[config.mk]
export PLATFORM = sky130hd
export DESIGN_NAME = mux_sw_alloc
export DESIGN_NICKNAME = d
export VERILOG_FILES = /design/src/rtl/mux_sw_alloc.sv
export SDC_FILE = /design/constraint.sdc
export NUM_CORES = 1
export LEC_CHECK = 0
export BUFFER_PORTS_ARGS = -buffer_cell sky130_fd_sc_hd__buf_2
export CORE_AREA = 2 2 39 41
export CTS_CLUSTER_SIZE = 30
export DETAILED_ROUTE_END_ITERATION = 10
export DIE_AREA = 0 0 41 43
export MAX_ROUTING_LAYER = met4
export PLACE_DENSITY = 0.82
export SYNTH_ARGS = -nofsm -noshare
export SYNTH_HDL_FRONTEND = slang
export SYNTH_SLANG_ARGS = --single-unit
[constraint.sdc]
create_clock -name clk -period 3.4 [get_ports clk]
set_clock_uncertainty 0.1 [all_clocks]
set_input_delay 0.68 -clock clk [delete_from_list [all_inputs] [get_ports clk]]
set_output_delay 0.68 -clock clk [all_outputs]
set_load 0.02 [all_outputs]
[src/rtl/mux_sw_alloc.sv]
// rtl/mux_sw_alloc.sv - round-robin switch allocator with packet lock and credit gating for a 2:1 router mux
module mux_sw_alloc #(
    parameter int               TYPEW     = 2,
    parameter logic [TYPEW-1:0] TYPE_HEAD = 2'b01,
    parameter logic [TYPEW-1:0] TYPE_DATA = 2'b10,
    parameter logic [TYPEW-1:0] TYPE_TAIL = 2'b11,
    parameter int               CREDITS   = 4,
    parameter int               CNTW      = 3
) (
    input  logic             clk,
    input  logic             rst,
    input  logic             ivalid_0,
    input  logic [TYPEW-1:0] itype_0,
    input  logic             ivalid_1,
    input  logic [TYPEW-1:0] itype_1,
    input  logic             credit_in,
    output logic [1:0]       sel,
    output logic             iready_0,
    output logic             iready_1,
    output logic             ovalid_g,
    output logic [CNTW-1:0]  credits,
    output logic             busy,
    output logic             cred_err
);

    typedef enum logic {
        S_IDLE = 1'b0,
        S_LOCK = 1'b1
    } state_t;

    localparam logic [CNTW-1:0] FULL = CNTW'(CREDITS);

    state_t          r_state;
    logic [1:0]      r_sel;
    logic            r_ptr;
    logic [CNTW-1:0] r_credits;
    logic            r_cred_err;

    logic             w_req0;
    logic             w_req1;
    logic             w_win;
    logic             w_cred_ok;
    logic             w_lock;
    logic             w_xfer0;
    logic             w_xfer1;
    logic             w_xfer;
    logic [TYPEW-1:0] w_gtype;

    assign w_req0    = ivalid_0 && (itype_0 == TYPE_HEAD);
    assign w_req1    = ivalid_1 && (itype_1 == TYPE_HEAD);
    assign w_win     = (w_req0 && w_req1) ? r_ptr : w_req1;
    assign w_cred_ok = (r_credits != '0);
    assign w_lock    = (r_state == S_LOCK);

    // No credit bypass: a returning credit only becomes usable next cycle.
    assign w_xfer0 = w_lock && r_sel[0] && ivalid_0 && w_cred_ok;
    assign w_xfer1 = w_lock && r_sel[1] && ivalid_1 && w_cred_ok;
    assign w_xfer  = w_xfer0 || w_xfer1;
    assign w_gtype = r_sel[1] ? itype_1 : itype_0;

    assign sel      = r_sel;
    assign iready_0 = w_xfer0;
    assign iready_1 = w_xfer1;
    assign ovalid_g = w_xfer;
    assign credits  = r_credits;
    assign busy     = w_lock;
    assign cred_err = r_cred_err;

    always_ff @(posedge clk or posedge rst) begin
        if (rst) begin
            r_state    <= S_IDLE;
            r_sel      <= 2'b00;
            r_ptr      <= 1'b0;
            r_credits  <= FULL;
            r_cred_err <= 1'b0;
        end else begin
            case (r_state)
                S_IDLE: begin
                    if ((w_req0 || w_req1) && w_cred_ok) begin
                        r_state <= S_LOCK;
                        r_sel   <= w_win ? 2'b10 : 2'b01;
                    end
                end
                S_LOCK: begin
                    if (w_xfer) begin
                        case (w_gtype)
                            TYPE_TAIL: begin
                                r_state <= S_IDLE;
                                r_sel   <= 2'b00;
                                r_ptr   <= ~r_sel[1];
                            end
                            TYPE_HEAD, TYPE_DATA: r_state <= S_LOCK;
                            default:              r_state <= S_LOCK;
                        endcase
                    end
                end
                default: begin
                    r_state <= S_IDLE;
                    r_sel   <= 2'b00;
                end
            endcase

            case ({w_xfer, credit_in})
                2'b10: r_credits <= r_credits - 1'b1;
                2'b01: begin
                    if (r_credits == FULL) begin
                        r_cred_err <= 1'b1;
                    end else begin
                        r_credits <= r_credits + 1'b1;
                    end
                end
                default: r_credits <= r_credits;
            endcase
        end
    end

endmodule

==> metrics, run 1 <==
CTS Buf Count 3; fin crit period 2.31 ns; Least-Margin Pin Slew 0.324 ns; Post-CTS Setup Bufs 0; r2r worst-path depth 7; hpwl dp 929 um; final setup vio count 0; Top FF cell, synth dfrtp_1; post-synthesis xor/xnor area fraction 0.0150; startpoint type of the worst setup path flop; Commonest cells post-synth 7 x dfrtp_1, 5 x nand2_1, 5 x o21ai_0; Yosys reg bits 8; relative slew slack 0.782; Sequential cell area 201 um2; multi-input logic area 340 um2; Site Rows 14; Fill cells 126; worst skew pair latency 0.26 ns; leakage 0.329 nW; synthesized-area fraction occupied by adder cells 0.0343; n_diodes 0; WS Path Type flop to output port; CTS tree built; endpoints failing hold 0; Initial Util 0.422; total wire length 1220 um; status complete, no violations; First-pass DRT Iterations 3; GRT met3 Usage 0.0628; drt drc 0; cell area after synthesis 584 um2; Worst Hold Class input pin to async pin; Seq/Total Area, Yosys 0.345; Vert. Die Dim 43 um; initial antenna violation count 0; Sink Count 8; Tcrit/Tclk final 0.681; Worst Path Max Fanout 8; WL/cell 12.7 um; Post-synth EDFFs 0; Combinational Power Share 0.532; Max-Cap Viols 0; Seq pwr share 0.344; total grt overflow 0; Reg clk slew, reported paths 0.06 ns; Hold WS 0.250 ns; Yosys cell types 33; Crit path arrival time 1.53 ns; met1 Use GR 0.206; Max rail drop VDD 0.402 mV; core area 1380 um2; share of the synthesized area in the top cell type 0.300; final setup TNS 0 ns; RePlAce Congestion 0.722; vias in the first global route 466; gr usage total 0.176; Finished Cell Area 689 um2; clock tree buffer depth 2; share of cells above drive strength 1 0.375; IO buf count 18; P_int 0.338 mW; die width 41 um; Avg Cell Area, Syn 9.42 um2; top-level port count 19; vias per cell 5.61; fin. max-slew vios 0; First DRT Iteration DRCs 8; area grow syn2layout 18.0%; Synth area leaders dfrtp_1 30%, dfstp_2 4.5%, o21ai_0 4.3%; Power Total 0.652 mW; count leader, synth dfrtp_1; simple-gate share of the synthesized area 0.233; Async SR Flop Fraction 1.00; Post-DP Area 663 um2; grt met2 use 0.250; Die ar. 1760 um2; first-pass GRT wire length 1970 um; post-CTS sizing 0; clock root buffer master clkbuf_4; Psw 0.314 mW; largest family of logic cells by synthesized area compound AO/OA/AOI/OAI gates; Net Count, Synth 72; via count 539; H-Tree Depth 1; complex-gate fraction of the synthesized area 0.246; fin nets 91; pin count of the biggest net entering global routing 14; Critical Path Sink Type output port; switching share of power 0.481; post-synthesis mux area share 0.0535; ANT nets after route 0; largest area contributor in the netlist dfrtp_1; Yosys Warn Count 0; WP data required 2.62 ns; clock share of power 0.124; RSZ-0062 raised after global routing false; fmax 432 MHz; synthesized netlist cell count 62; Power Dens Cells 946 nW/um2; GRT Max-Usage Layer met2; cts hold-fix bufs 0
==> worst max-delay path: stages, from the launching register on <==
cell     delay [ns]
dfrtp_1        0.48
o31a_4         0.43
and3_2         0.21
buf_2          0.15
==> routing by layer <==
metal | up-vias | part of all wire
met5 | - | 0
met3 | 5 | 0.064
met2 | 19 | 0.50
met1 | 250 | 0.42
li1 | 265 | -
met4 | 0 | 0.022
==> power groups by stage <==
stage	sequential, mW	combinational, mW	clock [mW]
final	0.224	0.347	0.0808
after global routing	0.236	0.391	0.0887
after CTS	0.226	0.351	0.0839
after detailed placement	0.227	0.349	0
after global placement	0.221	0.337	0
after floorplan	0.240	0.251	0
==> worst paths after layout <==
check	from	to	slack, ns
hold reg to reg	cred_err	cred_err	0.39
setup reg to reg	credits[0]	credits[2]	1.09
hold / removal	rst	busy	0.25
setup / recovery	credits[0]	iready_1	1.09
max in group asynchronous	rst	credits[2]	2.65
min in group clk	cred_err	cred_err	0.39
==> area by class of cell <==
class                   count  area share
inverters                   3      0.0163
clock buffers               4      0.0381
repair buffers             18       0.131
flip-flops and latches      8       0.292
multi-input cells          47       0.494
well taps                  16      0.0290
==> kinds of logic (layout without fill, tap and decap cells) <==
family                   Yosys count  in the layout
AO/OA/AOI/OAI                     18             18
XOR/XNOR                           1              1
adder cells (fa/ha/maj)            1              1
buffers and inverters              7             25
flip-flops                         8              8
multiplexers                       3              3
AND/OR/NAND/NOR                   24             24
==> sequential cells by signal, summed over array words and instances, names as in the netlist <==
| register | cells |
|---|---|
| busy | 1 |
| cred_err | 1 |
| credits | 3 |
| r_ptr | 1 |
| sel | 2 |
==> per-stage QoR <==
step / worst slack [ns] / cells / util
finish: 1.09 / 96 / 0.498
global placement: 0.934 / 92 / 0.479
global route: 0.963 / 96 / 0.498
floorplan: 1.14 / 62 / -
CTS: 1.07 / 96 / 0.498
detailed placement: 0.856 / 92 / 0.479
==> cell usage in the layout, fill, tap and decap left out, types with 2 or more instances in the layout <==
master / instances
dfrtp_1: 7
nor3_1: 3
nand3_1: 2
nand2_1: 5
nor2_1: 3
o21ai_0: 5
nand3b_1: 2
inv_1: 3
buf_2: 18
clkbuf_4: 3
o211ai_1: 2
a21oi_1: 3
and3_2: 3
mux2i_1: 2
No activity file was read; power rests on OpenSTA's default activity.
==> inputs of run 2 (changes only) <==
==> constraint.sdc (replaced) <==
create_clock -name clk -period 2.38 [get_ports clk]
set_clock_uncertainty 0.1 [all_clocks]
set_input_delay 0.476 -clock clk [delete_from_list [all_inputs] [get_ports clk]]
set_output_delay 0.476 -clock clk [all_outputs]
set_load 0.02 [all_outputs]
==> run 2 against run 1 <==
Effect of this change:
- design area increased by 3.3%
- power is 48% higher
- sequential power up 28%
- register-to-register slack worse by 0.85 ns
- count of clock-buffer cells in the layout stayed put
- flip-flop and latch count unchanged
- critical path depth grew 4
- sequential share of layout area fell by 0.92 points
- non-clock buffer count increased by 3
- final cell count grew 3.1%
- largest cell class unchanged
==> metrics, run 2 (synthesis gave the netlist of run 1 again) <==
status complete, no violations; fmax 466 MHz; First DRT Iteration DRCs 9; hpwl dp 937 um; Vert. Die Dim 43 um; clock share of power 0.118; area grow syn2layout 21.8%; Site Rows 14; most common cell after layout, fill and taps aside buf_2; endpoints failing hold 0; first-pass GRT wire length 1870 um; CP Cell Sequence o31a_4, nand2_1, nand2_1, fa_1, nor3_1, a31oi_1, o211ai_1; n_diodes 0; IO buf count 18; startpoint type of the worst setup path flop; top-level port count 19; initial antenna violation count 0; Seq pwr share 0.298; worst path bufs/invs 0; RSZ-0062 raised after global routing false; CP max stage delay 0.43 ns; Power Dens Cells 1350 nW/um2; slowest CP cell fa_1; final setup TNS 0 ns; core area 1380 um2; WL/cell 12.5 um; die width 41 um; total wire length 1240 um; pre-CTS setup slack 0.171 ns; share of cells above drive strength 1 0.398; Fill cells 132; Sink Count 8; worst skew pair latency 0.26 ns; Crit path arrival time 2.21 ns; most frequent cells in the layout 18 x buf_2, 7 x dfrtp_1, 5 x nand2_1, 5 x o21ai_0; Worst Path Max Fanout 5; Tcrit/Tclk final 0.902; Worst Hold Class input pin to async pin; WP data required 2.44 ns; fin nets 94; Final Core Density 0.514; total grt overflow 0; post-CTS sizing 0; CTS tree built; vias in the first global route 442; Initial Util 0.422; ANT nets after route 0; Finished Cell Area 712 um2; Crit path top cell by count nand2_1; fin. max-slew vios 0; Psw 0.451 mW; Post-DP Area 686 um2; max reg flops 3; clock root buffer master clkbuf_4; drt drc 0; Die ar. 1760 um2; Post-CTS Setup Bufs 0; Critical Path Sink Type flop; Crit path max-delay family compound AO/OA/AOI/OAI gates; Reg clk slew, reported paths 0.06 ns; H-Tree Depth 1; pin count of the biggest net entering global routing 14; vias per cell 5.51; relative slew slack 0.772; CTS Buf Count 3; via count 545; Power Total 0.964 mW; P_int 0.513 mW; Least-Margin Pin Slew 0.340 ns; RePlAce Congestion 0.778; leakage 0.344 nW; Combinational Power Share 0.585; fin crit period 2.15 ns; cts hold-fix bufs 0; Max-Cap Viols 0; final worst slack 0.233 ns; gr usage total 0.166; First-pass DRT Iterations 3; Max rail drop VDD 0.589 mV; clock tree buffer depth 2; WS Path Type flop to flop; switching share of power 0.468; final setup vio count 0
==> run 2: stage by stage <==
| step | hold slack [ns] | std cells |
|---|---|---|
| final | 0.0485 | 99 |
| after global routing | 0.0708 | 99 |
| after CTS | 0.0471 | 99 |
| after detailed placement | 0.330 | 95 |
| after global placement | 0.322 | 95 |
| after floorplan | 0.191 | 62 |
==> run 2: layout make-up <==
| class | instances | area, um2 | share of cell area |
|---|---|---|---|
| Sequential cell | 8 | 201 | 0.283 |
| Inverter | 3 | 11.3 | 0.0158 |
| Timing Repair Buffer | 21 | 113 | 0.158 |
| Multi-Input combinational cell | 47 | 340 | 0.478 |
| Clock buffer | 4 | 26.3 | 0.0369 |
| Tap cell | 16 | 20.0 | 0.0281 |
==> run 2: power groups by stage <==
stage	Clock (mW)	Combinational, mW	Sequential, mW
floorplan	0	0.359	0.343
global placement	0	0.550	0.286
detailed placement	0	0.567	0.288
CTS	0.118	0.569	0.287
global route	0.131	0.620	0.299
finish	0.113	0.563	0.287
==> run 2: path summary, 6_finish.rpt <==
path	to	slack (ns)	startpoint	cells after the start
hold reg to reg	cred_err	0.36	cred_err	1
setup reg to reg	credits[2]	0.23	credits[0]	7
setup / recovery	credits[2]	0.23	credits[0]	7
hold / removal	credits[1]	0.05	rst	2
max in group asynchronous	credits[2]	1.84	rst	2
min in group clk	cred_err	0.36	cred_err	1
==> run 2: layer usage <==
| metal | up-vias | part of all wire | track usage |
|---|---|---|---|
| met5 | - | 0 | - |
| met4 | 0 | 0.013 | 0.0600 |
| met3 | 4 | 0.054 | 0.0785 |
| met2 | 18 | 0.46 | 0.234 |
| met1 | 255 | 0.47 | 0.203 |
| li1 | 268 | - | - |
==> inputs of run 3 (changes only) <==
--- a/config.mk
+++ b/config.mk
@@ -5,13 +5,14 @@
 export SDC_FILE = /design/constraint.sdc
 export NUM_CORES = 1
 export LEC_CHECK = 0
+export ABC_AREA = 1
 export BUFFER_PORTS_ARGS = -buffer_cell sky130_fd_sc_hd__buf_2
 export CORE_AREA = 2 2 39 41
 export CTS_CLUSTER_SIZE = 30
 export DETAILED_ROUTE_END_ITERATION = 10
 export DIE_AREA = 0 0 41 43
 export MAX_ROUTING_LAYER = met4
-export PLACE_DENSITY = 0.82
+export PLACE_DENSITY = 0.76
 export SYNTH_ARGS = -nofsm -noshare
 export SYNTH_HDL_FRONTEND = slang
 export SYNTH_SLANG_ARGS = --single-unit
==> run 3 against run 2 <==
Effect of this change:
- power is 14% lower
- count of clock-buffer cells in the layout is the same
- die area did not move
- core utilization fell by 4.5 points
- worst hold slack improved by 0.0025 ns
- largest cell class unchanged
==> metrics, run 3 <==
Least-Margin Pin Slew 0.285 ns; RSZ-0062 raised after global routing false; routed length on met2 486 um; ANT nets after route 0; switching share of power 0.481; WL/cell 9.43 um; Post-CTS Setup Bufs 0; Final Core Density 0.469; Tcrit/Tclk final 0.807; total wire length 962 um; Yosys cell types 20; synthesized-area fraction occupied by adder cells 0.0390; Max-Cap Viols 0; Combinational Power Share 0.545; clock root buffer master clkbuf_4; die width 41 um; largest area contributor in the netlist dfrtp_1; WP data required 2.46 ns; count leader, synth nand2_1; Vert. Die Dim 43 um; Worst Path Max Fanout 5; Yosys Warn Count 0; most frequent cells in the layout 18 x buf_2, 12 x nand2_1, 10 x inv_1, 10 x nand3_1, 7 x dfrtp_1; slowest CP cell dfrtp_1; total grt overflow 0; Yosys reg bits 8; placed cells 98; Max rail drop VDD 0.502 mV; fin crit period 1.92 ns; RePlAce Congestion 0.842; R2R Path End credits[2]; CTS Buf Count 3; Seq/Total Area, Yosys 0.393; most common cell after layout, fill and taps aside buf_2; cts hold-fix bufs 0; Psw 0.398 mW; area grow syn2layout 26.6%; Finished Layout Cells 102; Worst Hold Class input pin to async pin; startpoint type of the worst setup path flop; P_int 0.430 mW; r2r worst-path depth 12; status complete, no violations; top layer in use met4; Power Dens Cells 1280 nW/um2; Initial Util 0.371; via count 451; worst skew pair latency 0.25 ns; pin count of the biggest net entering global routing 9; hpwl dp 848 um; Post-synth EDFFs 0; Site Rows 14; first-pass GRT wire length 1700 um; Async SR Flop Fraction 1.00; Die ar. 1760 um2; drt drc 0; final worst slack 0.460 ns; final setup TNS 0 ns; Hold WS 0.0510 ns; gr usage total 0.149; Sink Count 8; leakage 0.370 nW; largest family of logic cells by synthesized area simple AND/OR/NAND/NOR gates; endpoints failing hold 0; cell area after synthesis 513 um2; CP max stage delay 0.45 ns; fmax 521 MHz; Avg Cell Area, Syn 8.02 um2; First DRT Iteration DRCs 2; WS Path Type flop to flop; synthesized netlist cell count 64; share of the synthesized area in the top cell type 0.341; Seq pwr share 0.328; Crit path arrival time 2.00 ns; relative slew slack 0.810; post-CTS sizing 0; clock tree buffer depth 2; IO buf count 18; pre-CTS setup slack 0.434 ns; Top FF cell, synth dfrtp_1; vias per cell 4.42; H-Tree Depth 1; fin nets 97; reg-to-reg slack, setup 0.46 ns; clock share of power 0.126; share of cells above drive strength 1 0.395; n_diodes 0; simple-gate share of the synthesized area 0.402; post-synthesis xor/xnor area fraction 0.0171; CTS tree built; final setup vio count 0; crit path from credits[0]; Net Count, Synth 74; Synth area leaders dfrtp_1 34%, nand3_1 9.8%, nand2_1 8.8%; fin. max-slew vios 0; Reg clk slew, reported paths 0.06 ns; top-level port count 19; post-synthesis mux area share 0; complex-gate fraction of the synthesized area 0.0683; core area 1380 um2; First-pass DRT Iterations 2; wire length on met3 27 um; max reg flops 3; Commonest cells post-synth 12 x nand2_1, 10 x inv_1, 10 x nand3_1; vias in the first global route 449; CP Cell Sequence nor2_4, nand2_2, nand2_2, nand2_4, nor2_4, inv_2, fa_1, inv_1, nand3_1, nand3_1, nand2_1, inv_1; Critical Path Sink Type flop; initial antenna violation count 0; worst flop-to-flop path startpoint credits[0]; Met1 Wirelength 436 um
[run 3: logic make-up after synthesis]
kind of cell / count (synthesis)
and+or+nand+nor: 37
buffers and inverters: 11
DFF: 8
AOI/OAI and AO/OA: 6
xor gates and xnor gates: 1
adders and majority gates: 1
[run 3: worst max-delay path, delay by kind of cell (launching register included)]
family / cells / cell delay, ns
DFF: 1 / 0.45
and+or+nand+nor: 8 / 0.73
buffers and inverters: 3 / 0.19
adders and majority gates: 1 / 0.40
[run 3: layout make-up]
| cell class | count | area, um2 |
|---|---|---|
| fillers | 141 | 734 |
| multi-input cells | 45 | 270 |
| flip-flops and latches | 8 | 201 |
| repair buffers | 18 | 90.1 |
| inverters | 11 | 41.3 |
| clock buffers | 4 | 26.3 |
| well taps | 16 | 20.0 |
[run 3: power by group through the flow]
| stage | sequential (mW) | combinational (mW) | clock, mW |
|---|---|---|---|
| after floorplan | 0.333 | 0.272 | 0 |
| after global placement | 0.273 | 0.451 | 0 |
| after detailed placement | 0.274 | 0.456 | 0 |
| after CTS | 0.272 | 0.459 | 0.110 |
| after global routing | 0.283 | 0.519 | 0.118 |
| final | 0.272 | 0.452 | 0.105 |
[run 3: worst max-delay path by stage]
stage | endpoint | slack (ns) | depth (start not counted)
4_1_cts | credits[2] | 0.44 | 12
3_5_place_dp | credits[2] | 0.43 | 13
6_report | credits[2] | 0.46 | 12
2_1_floorplan | credits[2] | 0.45 | 12
3_3_place_gp | credits[2] | 0.48 | 13
5_1_grt | credits[2] | 0.32 | 12
[run 3: metal layers]
| layer | track usage | vias to the layer above |
|---|---|---|
| li1 | - | 245 |
| met1 | 0.190 | 198 |
| met2 | 0.203 | 6 |
| met3 | 0.0314 | 2 |
| met4 | 0.100 | 0 |
| met5 | - | - |
[run 3: metrics by stage]
| stage | instance area [um2] | total power, mW |
|---|---|---|
| 3_5_place_dp | 623 | 0.730 |
| 6_report | 649 | 0.828 |
| 4_1_cts | 649 | 0.841 |
| 3_3_place_gp | 623 | 0.724 |
| 2_1_floorplan | 513 | 0.605 |
| 5_1_grt | 649 | 0.920 |
